[src/rtl/p2s_serializer_8b_if.sv]
// Byte handshake between the upstream 4:1 mux and the serializer.
// The mux presents data_in/valid_in; the serializer raises load_req on the cycle it samples them.
interface p2s_serializer_8b_if;
    logic [7:0] data_in;
    logic       valid_in;
    logic       load_req;

    modport master (
        output data_in,
        output valid_in,
        input  load_req
    );

    modport slave (
        input  data_in,
        input  valid_in,
        output load_req
    );
endinterface

[src/rtl/p2s_serializer_8b.sv]
// MSB-first 8:1 serializer with a post-reset burst of idle/comma bytes for receiver alignment.
// Invalid bytes at a load boundary are replaced by IDLE_CHAR so the serial stream never has gaps.
module p2s_serializer_8b #(
    parameter logic [7:0] IDLE_CHAR  = 8'hBC,
    parameter int         SYNC_BYTES = 4
) (
    input  logic                       clk_32f,
    input  logic                       reset,
    p2s_serializer_8b_if.slave         bus,
    output logic                       data_out,
    output logic                       byte_start,
    output logic                       byte_active,
    output logic                       sync_done
);

    typedef enum logic {
        SYNC,
        ACTIVE
    } state_t;

    localparam logic [7:0] SYNC_LAST = 8'(SYNC_BYTES - 1);

    state_t     state_q;
    logic [2:0] bit_cnt_q;
    logic [7:0] sh_q;
    logic [7:0] sync_cnt_q;
    logic       data_out_q;
    logic       byte_start_q;
    logic       byte_active_q;
    logic       sync_done_q;

    logic [7:0] byte_d;
    logic       take_data_d;

    // Byte chosen at a load boundary: real data only once aligned and flagged valid.
    always_comb begin
        take_data_d = (state_q == ACTIVE) && bus.valid_in;
        byte_d      = take_data_d ? bus.data_in : IDLE_CHAR;
    end

    always_ff @(posedge clk_32f) begin
        if (reset) begin
            state_q       <= SYNC;
            bit_cnt_q     <= 3'd0;
            sh_q          <= 8'd0;
            sync_cnt_q    <= 8'd0;
            data_out_q    <= 1'b0;
            byte_start_q  <= 1'b0;
            byte_active_q <= 1'b0;
            sync_done_q   <= 1'b0;
        end else begin
            bit_cnt_q <= bit_cnt_q + 3'd1;
            if (bit_cnt_q == 3'd0) begin
                sh_q          <= byte_d;
                data_out_q    <= byte_d[7];
                byte_start_q  <= 1'b1;
                byte_active_q <= take_data_d;
                if (state_q == SYNC) begin
                    sync_cnt_q <= sync_cnt_q + 8'd1;
                    if (sync_cnt_q == SYNC_LAST) begin
                        state_q     <= ACTIVE;
                        sync_done_q <= 1'b1;
                    end
                end
            end else begin
                // 3'd7 - k selects bits 6..0 for k = 1..7.
                data_out_q   <= sh_q[3'd7 - bit_cnt_q];
                byte_start_q <= 1'b0;
            end
        end
    end

    assign bus.load_req = (bit_cnt_q == 3'd0) && (state_q == ACTIVE) && !reset;
    assign data_out     = data_out_q;
    assign byte_start   = byte_start_q;
    assign byte_active  = byte_active_q;
    assign sync_done    = sync_done_q;

endmodule
[src/flat_wrapper.sv]
// flat-port wrapper written by rule: the top's interface ports become plain ports
module p2s_serializer_8b_flat 
#(
    parameter logic [7:0] IDLE_CHAR  = 8'hBC,
    parameter int         SYNC_BYTES = 4
)
  (clk_32f, reset, data_out, byte_start, byte_active, sync_done, bus_data_in, bus_valid_in, bus_load_req);
  p2s_serializer_8b_if bus_i ();
  input  logic clk_32f;
  input  logic reset;
  output logic data_out;
  output logic byte_start;
  output logic byte_active;
  output logic sync_done;
  input wire logic [$bits(bus_i.data_in)-1:0] bus_data_in;
  input wire logic [$bits(bus_i.valid_in)-1:0] bus_valid_in;
  output wire logic [$bits(bus_i.load_req)-1:0] bus_load_req;
  assign bus_i.data_in = bus_data_in;
  assign bus_i.valid_in = bus_valid_in;
  assign bus_load_req = bus_i.load_req;
  p2s_serializer_8b #(.IDLE_CHAR(IDLE_CHAR), .SYNC_BYTES(SYNC_BYTES)) u_core (.clk_32f(clk_32f), .reset(reset), .bus(bus_i), .data_out(data_out), .byte_start(byte_start), .byte_active(byte_active), .sync_done(sync_done));
endmodule
[config.mk]
export PLATFORM = sky130hd
export DESIGN_NAME = p2s_serializer_8b_flat
export DESIGN_NICKNAME = d
export VERILOG_FILES = /design/src/rtl/p2s_serializer_8b_if.sv /design/src/rtl/p2s_serializer_8b.sv /design/src/flat_wrapper.sv
export SDC_FILE = /design/constraint.sdc
export NUM_CORES = 1
export LEC_CHECK = 0
export CAP_MARGIN = 20
export CORE_MARGIN = 2
export CORE_UTILIZATION = 50
export DETAILED_ROUTE_END_ITERATION = 10
export PLACE_DENSITY = 0.76
export SETUP_SLACK_MARGIN = 0.1
export SYNTH_ARGS = -nofsm -noshare
export SYNTH_HDL_FRONTEND = slang
export SYNTH_SLANG_ARGS = --single-unit
[constraint.sdc]
create_clock -name clk_32f -period 2.1 [get_ports clk_32f]
set_clock_uncertainty 0.15 [all_clocks]
set_input_delay 0.315 -clock clk_32f [delete_from_list [all_inputs] [get_ports clk_32f]]
set_output_delay 0.315 -clock clk_32f [all_outputs]
set_load 0.02 [all_outputs]
# --- Word-level counts from Yosys, hierarchy flattened ---
# Cells that the tools add are included.
classes:
  mux: 7
  shifts: 0
  mul: 0
  magnitude_cmp: 1
  reduce_logical: 7
  addsub: 3
  n_bitwise: 1
  eq_ne: 1
  div: 0
op_table:
  columns: ["cell", "n"]
  rows:
  - ["8-bit by 1-bit adder with 8-bit output (second input constant)", 1]
  - ["8-bit by 2-bit == test with 1-bit output (second input constant)", 1]
  - ["8-bit 2-to-1 mux", 1]
  - ["1-bit 2-to-1 mux", 5]
  - ["3-bit by 4-bit less-than comparator with 1-bit output (second input constant)", 1]
  - ["3-bit by 1-bit adder with 3-bit output (second input constant)", 1]
  - ["1-bit binary-select mux with 3-bit select", 1]
  - ["1-bit logical AND", 3]
  - ["3-bit zero test", 1]
  - ["3-bit AND reduction", 1]
  - ["3-bit subtractor (first input constant)", 1]
  - ["2-bit AND reduction", 1]
  - ["1-bit zero test", 1]
  - ["1-bit inverter", 1]
totals:
  regBits: 24
  mem_bits_rw: 0
  input_bits: 11
  n_memories: 0
  out_inout_bits: 5
  elab_cells: 28
  mem_bits_ro: 0
  latch_bits: 0

# --- Depth between registers and ports, before layout ---
depth:
  word_depth: 4
  depth_mapped: 6
  ltp_nobuf: 5

# --- Worst setup path before layout ---
# OpenSTA, ideal clock, no wires.
synth_timing:
  kind: "register -> output"
  startpoint: "reg u_core.bit_cnt_q[0]"
  endpoint: "out bus_load_req"
  required_time_ns: 1.635
  n_path_buf: 1
  stages_incl_launch_ff: 7
  arrival_ns: 1.199
  setup_slack_ns: 0.436
  cell_sequence: "dfxtp_1 > inv_1 > ha_1 > nand2b_4 > buf_6 > nor2_1 > and2_1"
synth_via:
  elab_chain_cells: 3
synth_lines:
  columns: ["item", "line_no", "source"]
  rows:
  - ["from (decl)", "p2s_serializer_8b.sv:24", "logic [2:0] bit_cnt_q;"]
  - ["from (signal assigned)", "p2s_serializer_8b.sv:52", "bit_cnt_q <= bit_cnt_q + 3'd1;"]
  - ["3-bit zero test", "p2s_serializer_8b.sv:73", "assign bus.load_req = (bit_cnt_q == 3'd0) && (state_q == ACTIVE) && !reset;"]
  - ["1-bit logical AND (2 in series)", "p2s_serializer_8b.sv:73", null]
  - ["to (decl)", "flat_wrapper.sv:17", "output wire logic [$bits(bus_i.load_req)-1:0] bus_load_req;"]
# No other way between the ends.

# --- Worst setup path after layout ---
layout_timing:
  startpoint: "reg u_core.bit_cnt_q[1]"
  endpoint: "out bus_load_req"
# Same word-level chain as after synthesis.

==> results.toml <==
[synthesis]
ys_warn_count = 0
ys_seq_area_share_pct = 45.2
avgSynthCellArea_um2 = 9.84
syn_nets = 122
synth_cells = 108
ys_seq_elements = 24
synth_cell_types = 36
syn_area_um2 = 1060

[power_and_ir_drop]
ir_worst_vdd_uv = 506
p_per_area_nw_per_um2 = 715
power.total_mw = 0.916
leakagePower_nw = 0.508

[global_route]
antenna_found_initial = 0
grt_pass1_vias = 866
grt_max_degree = 26
grt_first_pass_wirelength_um = 3710
grt_usage_pct = 19.6
overflow = 0

[detailed_routing]
wl_met3_um = 50
routedWlPerCell_um = 13.5
met1Wirelength_um = 883
highest_layer = "met4"
wl_um = 2100
viasPerCell = 5.40
dr.pass1.iters = 4
vias = 837
routed-wl-met2_um = 1130
antenna_left = 0
drt_iter0_drc = 5
drc_errors = 0

[timing]
final_max_slew_viol_count = 0
worstMarginPinSlew_ns = 0.473
fmax_ghz = 0.532
slew_headroom_pct = 68.0
final-hold-violation-count = 0
rsz0062_at_grt = "false"
period_share_pct = 89.4
setup_violations = 0
whs_ns = 0.336
tns_ns = 0
fin_crit_ns = 1.88

[job]
max_cap_viol_count = 0

[clocking]
cts_setup_buffers = 0
holdBufCountCts = 0
clock-sinks = 24
cts-root-buf = "clkbuf_4"
htreeDepth = 1
clkLatencyLatePin_ns = 0.31
clkTransAtPathRegs_ns = 0.13
tritoncts = "done"
cts_max_path_buffers = 2
numCtsBuffers = 3

[worst_setup_path]
path_max_fanout = 4
critPathArrivalTime_ns = 1.41
required_ns = 1.63
max_stage_delay_ns = 0.36
startpoint_type = "flip-flop"
cpMaxStageDelayCell = "dfxtp_2"
crit_path_end_kind = "output port"
crit_chain = "inv_1 -> ha_2 -> nand2b_4 -> nor2_1 -> and2_1 -> buf_2"
timing_worst_setup_path_type = "reg -> out"

[cells_and_area]
syn_to_final_growth_pct = 20.5
n_fill_cell = 171
nets = 143
n_antenna_cell = 0
design_area_um2 = 1280
drive_gt1_share_pct = 14.8
multi_input_area_um2 = 531
seq_area_um2 = 482

[floorplan]
die_h_um = 50.1
initial_core_util_pct = 53.6
die_x_um = 50.1
dieArea_um2 = 2510
core_area_um2 = 1980
row_count = 16
io_pins = 16

[hold_path]
hold_class = "reg -> reg"

[placed_design]
dpl.hpwl_um = 1510
placed_area_um2 = 1240
port_buffers = 15
gp_congestion = 0.823

[run_status]
status = "complete, no violations"
[worst max-delay path, delay by kind of cell, from the launching register on]
kind          cells  cell delay (ns)
fa+ha+maj         1             0.21
flops             1             0.36
buf+inv           2             0.24
simple gates      3             0.30
[Yosys cell counts, drive strengths merged]
cell type	n	area [um^2]
nand2b	1	13.8
a41oi	1	8.76
or4	2	15.0
xnor2	3	26.3
a21oi	6	30.0
nand4b	2	32.5
a31oi	2	12.5
o21ai	3	15.0
nor3b	1	12.5
and4b	1	10.0
o22ai	4	25.0
nor2	18	67.6
o31ai	2	15.0
and4bb	1	12.5
nor2b	3	18.8
dfxtp	24	480
nand2	5	18.8
and3	1	6.26
nor3	1	5.00
and2	1	6.26
nand3	4	20.0
mux4	1	22.5
buf	3	30.0
or3	1	6.26
mux2	4	45.0
a22oi	3	22.5
and2b	1	7.51
inv	2	7.51
ha	3	37.5
nand4	1	6.26
clkbuf	1	3.75
dlymetal6s2s	1	12.5
nor4b	1	8.76
[cell usage in the layout, fill, tap and decap left out, drive strengths merged, types with 2 or more instances in the layout]
| cell | count |
|---|---|
| dfxtp | 24 |
| nor2 | 18 |
| clkdlybuf4s50 | 14 |
| buf | 7 |
| a21oi | 6 |
| nand2 | 5 |
| nand3 | 4 |
| o22ai | 4 |
| clkbuf | 4 |
| mux2 | 4 |
| o21ai | 3 |
| xnor2 | 3 |
| nor2b | 3 |
| a22oi | 3 |
| ha | 3 |
| inv | 2 |
| a31oi | 2 |
| o31ai | 2 |
| or4 | 2 |
| nand4b | 2 |
[power by group]
part | total (mW) | internal [mW] | switching (mW) | leakage [nW]
combinational | 0.164 | 0.0854 | 0.0782 | 0.290
sequential | 0.511 | 0.486 | 0.0244 | 0.197
clock | 0.241 | 0.106 | 0.135 | 0.0210
[metal layers]
layer / track usage, % / vias up
met4: 8.33 / 0
met2: 35.7 / 15
li1: - / 429
met5: 0 / -
met1: 21.9 / 389
met3: 3.64 / 4
[layout make-up]
type | count | area share (%)
clock buffers | 4 | 2.83
repair buffers | 21 | 14.9
multi-input cells | 77 | 41.4
well taps | 27 | 2.64
inverters | 2 | 0.587
flip-flops and latches | 24 | 37.6
[registers in the layout, summed over array words and instances (netlist names)]
register and count:
u_core.sync_cnt_q 8, u_core.byte_active 1, u_core.byte_start 1, u_core.sh_q 8, u_core.bit_cnt_q 3, u_core.state_q 1, u_core.sync_done 1, u_core.data_out 1
[logic make-up (layout without fill, tap and decap cells)]
| kind of cell | Yosys count | count (layout) | share of synthesized area [%] |
|---|---|---|---|
| AOI/OAI and AO/OA | 21 | 21 | 12.1 |
| DFF | 24 | 24 | 45.2 |
| xor gates and xnor gates | 3 | 3 | 2.47 |
| and+or+nand+nor | 45 | 45 | 25.2 |
| adders and majority gates | 3 | 3 | 3.53 |
| muxes | 5 | 5 | 6.36 |
| buffers and inverters | 7 | 27 | 5.06 |
[what timing repair did]
item,in CTS,in global routing
gates resized for setup,5,1
setup endpoints to repair,1,1
endpoints found under the hold margin,0,0
[final timing paths]
path | start | endpoint | slack, ns | cells after the start
max reg2reg | u_core.bit_cnt_q[1] | u_core.sync_cnt_q[6] | 0.36 | 6
min reg2reg | u_core.sync_done | u_core.sync_done | 0.34 | 2
max | u_core.bit_cnt_q[1] | bus_load_req | 0.22 | 6
min | u_core.sync_done | u_core.sync_done | 0.34 | 2
[per-stage QoR]
step | worst slack (ns) | utilization, % | std cells
floorplan | 0.436 | - | 108
global placement | 0.0738 | 62.8 | 151
detailed placement | 0.0247 | 62.8 | 151
CTS | 0.106 | 64.9 | 155
global route | 0.150 | 64.6 | 155
finish | 0.222 | 64.6 | 155
(Power assumes the default switching activity.)
==> edit 1: new RTL, same flow settings <==
Register the output `sync_done` once more, without a reset; this adds one clock of latency there. The other outputs are not delayed to match.
--- a/src/rtl/p2s_serializer_8b.sv
+++ b/src/rtl/p2s_serializer_8b.sv
@@ -76,3 +76,5 @@
     assign byte_active  = byte_active_q;
-    assign sync_done    = sync_done_q;
+    always_ff @(posedge clk_32f) begin
+        sync_done <= sync_done_q;
+    end
 
Behaviour: no difference found for any inputs over 10 cycles, from zero or initial values and one cycle with reset high; that may be too few to reach the edited logic, so the function may still have changed.
==> edit 1 against the original RTL <==
Synthesized cell count is 0.93% higher; utilization hardly changed; sequential share of layout area is 1.2 points higher; worst setup slack improved by 0.039 ns; power fell by 2.0%; wire length decreased by 1.8%; sequential cell count rose by 1; synthesized area is 1.9% higher; cell area rose by 0.98%; clock power is 15% lower; critical path depth stayed put; register-to-register slack better by 0.02 ns; die area up 1.7%; largest power group unchanged; highest routed layer unchanged.
==> edit 1: results (changes against the original RTL) <==
[drt]
vias = 847  ; +1.2%
dr_wl_met3_um = 80  ; +60%
wl_met1_um = 834  ; -5.5%
drtIter0Drc = 19  ; +14
dr_wl_met2_um = 1080  ; -5.0%

[hold_path]
min_from = u_core.sync_done_q
whs_path_depth = 0  ; -2
worstHoldEndpoint = u_core.sync_done

[place]
gp_congestion = 0.800  ; -2.8%
hpwl_um = 1540  ; +1.7%

[synthesis]
synth.distinct_cells = 36  ; unchanged
synthTopCellsByCount = 25 x dfxtp_1, 18 x nor2_1, 6 x a21oi_1
synth_fp_nets = 123  ; +0.82%
ys_seq_area_frac = 0.462  ; +0.0101

[sta]
slew_headroom = 0.691  ; +0.0105
holdWs_ns = 0.219  ; -0.117 ns

[global_route]
grt_pass1_wl_um = 3770  ; +1.5%
grt_use_total = 0.196  ; -0.000225
grt_use_met2 = 0.338  ; -0.0197
grt_pass1_vias = 865  ; -0.12%
grt_use_met1 = 0.227  ; +0.00762
use_met3 = 0.0476  ; +0.0113

[setup_path]
r2r-start = u_core.bit_cnt_q[1]
arrival_ns = 1.37  ; -0.04 ns
criticalPathCategory = flip-flop to output port
regToRegEndpoint = u_core.sync_cnt_q[4]

[power_and_ir_drop]
clkPwrFrac = 0.229  ; -0.035
p_int_mw = 0.665  ; -1.9%
leakagePower_nw = 0.510  ; +0.38%
ir_drop_mv = 0.536  ; +6.1%
power.density_nw_per_um2 = 694  ; -3.0%

[cts]
cts_resized = 4  ; -1

[layout]
nets = 144  ; +0.70%
drive_gt1_frac = 0.140  ; -0.00890

[status]
outcome = completed

edit 1: worst max-delay path: stages, from the launching register on:
cell      delay, ns
dfxtp_2        0.36
inv_1          0.07
ha_2           0.20
nand2b_4       0.05
nor2_1         0.10
and2_1         0.14
buf_4          0.14
edit 1: per-stage QoR:
step,utilization,setup WS (ns),instances
CTS,0.646,0.113,156
global placement,0.632,0.0736,152
global route,0.646,0.107,156
detailed placement,0.632,0.0312,152
finish,0.646,0.260,156
floorplan,-,0.436,109
edit 1: cells by family (layout without fill, tap and decap cells):
family,after synthesis,after routing,share of synthesized area
simple gates,45,45,0.247
flops,25,25,0.462
compound gates,21,21,0.119
buf+inv,7,27,0.0497
mux,5,5,0.0624
fa+ha+maj,3,3,0.0347
xor+xnor,3,3,0.0243
edit 1: area by class of cell:
class                           count  area, µm²
Clock buffer                        4       26.3
Fill cell                         176        709
Inverter                            2       7.51
Multi-Input combinational cell     77        531
Sequential cell                    25        502
Tap cell                           27       33.8
Timing Repair Buffer               21        193
==> edit 2: new RTL, config.mk and constraints unchanged <==
Without the edit above. `IDLE_CHAR` is set to 8'hBC in 2 places; all go to 8'h5E.
--- a/src/rtl/p2s_serializer_8b.sv
+++ b/src/rtl/p2s_serializer_8b.sv
@@ -3,3 +3,3 @@
 module p2s_serializer_8b #(
-    parameter logic [7:0] IDLE_CHAR  = 8'hBC,
+    parameter logic [7:0] IDLE_CHAR  = 8'h5E,
     parameter int         SYNC_BYTES = 4
--- a/src/flat_wrapper.sv
+++ b/src/flat_wrapper.sv
@@ -3,3 +3,3 @@
 #(
-    parameter logic [7:0] IDLE_CHAR  = 8'hBC,
+    parameter logic [7:0] IDLE_CHAR  = 8'h5E,
     parameter int         SYNC_BYTES = 4
Formal check against the unedited RTL: not equivalent (Yosys sat finds a counterexample within 4 cycles, from zero or initial values and one cycle with reset high).
==> edit 2 against the original RTL <==
Cell area grew 1.1%; synthesized area grew 0.12%; count of clock-buffer cells in the layout shrank 1; sequential cell count is the same; wire length shrank 1.6%; power grew 8.2%; cell count grew 1.9%; worst setup slack gained 0.019 ns.
==> edit 2: results (changes against the original RTL) <==
[layout]
nets = 146  ; +2.1%
drive_gt1_frac = 0.137  ; -0.0110
fill_cells = 161  ; -5.8%
seq_area_um2 = 482  ; unchanged

[synthesis]
ys_seq_area_frac = 0.452  ; -0.000532
synthTopCellsByCount = 24 x dfxtp_1, 23 x nor2_1, 6 x a21oi_1, 6 x nor3_1, 5 x nand2_1
synthTopCellsByArea = dfxtp_1 45%, nor2_1 8.1%, ha_1 3.5%
synth.distinct_cells = 33  ; -8.3%
synth_fp_nets = 126  ; +3.3%
synth_top_area_share = 0.452  ; -0.000532
ys_warn_count = 0  ; unchanged

[place]
port-buffer-count = 15  ; unchanged
hpwl_um = 1520  ; +0.63%
gp_congestion = 0.812  ; -1.3%
dpl_cell_area_um2 = 1240  ; -0.20%

[global_route]
grt_pass1_wl_um = 3520  ; -5.2%
grt_use_total = 0.184  ; -0.0118
antenna_found_initial = 0  ; unchanged
grt_pass1_vias = 825  ; -4.7%

[cts]
h-tree-depth = 1  ; unchanged
post_cts_buffers = 0  ; unchanged
clk_latency_ns = 0.31  ; about the same

[status]
outcome = completed

[setup_path]
cp_max_fo = 4  ; unchanged
arrival_ns = 1.39  ; -0.02 ns

[hold_path]
min_from = u_core.sh_q[7]

[power_and_ir_drop]
ir_drop_mv = 0.441  ; -13%
leakagePower_nw = 0.519  ; +2.1%

[drt]
vias = 878  ; +4.9%
routedWlPerCell_um = 13.1  ; -3.4%
drtIter0Drc = 18  ; +13

[sta]
tightest_slew_ns = 0.439  ; -0.0334 ns

-- edit 2: cell count changes in the layout (fill, tap and decap cells not counted) --
cell / unedited run / this run
o22ai_1: 4 / 0
buf_4: 6 / 5
nor2_1: 18 / 23
o21ai_0: 3 / 2
and2b_1: 1 / 0
clkbuf_8: 1 / 0
nor3_1: 1 / 6
a22oi_1: 3 / 2
bufinv_16: 0 / 1
nor2b_1: 3 / 4
-- edit 2: cells by family (layout without fill, tap and decap cells) --
logic type | after synthesis | count (layout) | synth area share
compound gates | 15 | 15 | 0.0859
xor+xnor | 3 | 3 | 0.0247
fa+ha+maj | 3 | 3 | 0.0353
buf+inv | 7 | 26 | 0.0471
flops | 24 | 24 | 0.452
mux | 5 | 5 | 0.0635
simple gates | 55 | 55 | 0.292
-- edit 2: final timing paths --
kind                          end  slack [ns]  cells past startpoint
max                  bus_load_req        0.24                      6
max reg2reg  u_core.sync_cnt_q[6]        0.33                      6
min                u_core.sh_q[7]        0.32                      2
min reg2reg        u_core.sh_q[7]        0.32                      2
-- edit 2: metal layers --
| layer | GRT usage | routed length, µm | vias up |
|---|---|---|---|
| met5 | 0 | 0 | - |
| met4 | 0.106 | 19 | 0 |
| met3 | 0.0333 | 76 | 2 |
| met2 | 0.294 | 1030 | 18 |
| met1 | 0.231 | 936 | 423 |
| li1 | - | - | 435 |
-- edit 2: per-stage QoR --
step	instances	setup WS [ns]	total power [mW]
2_1_floorplan	112	0.443	0.616
3_3_place_gp	154	0.0560	0.662
3_5_place_dp	154	0.0432	0.669
4_1_cts	158	0.123	0.997
5_1_grt	158	0.154	1.04
6_report	158	0.241	0.990
-- edit 2: repair_timing --
action                                  CTS  global route
endpoints found under the setup margin    1             1
pin swaps                                 0             0
gates resized for setup                   4             2
-- edit 2: where the power goes --
part           switching, mW  internal [mW]  total, mW
Sequential            0.0246          0.485      0.509
Clock                  0.137          0.193      0.330
Combinational         0.0729         0.0786      0.151
-- edit 2: layout make-up --
class,instances,share of cell area
clock inverters,1,0.0232
clock buffers,3,0.0174
repair buffers,20,0.141
multi-input cells,81,0.414
inverters,2,0.00580
flip-flops and latches,24,0.372
well taps,27,0.0261
-- edit 2: worst max-delay path, stage by stage (launching register included) --
cell,delay [ns]
dfxtp_2,0.37
inv_1,0.07
ha_2,0.20
nand2b_4,0.06
nor2_1,0.10
and2_1,0.13
buf_2,0.16
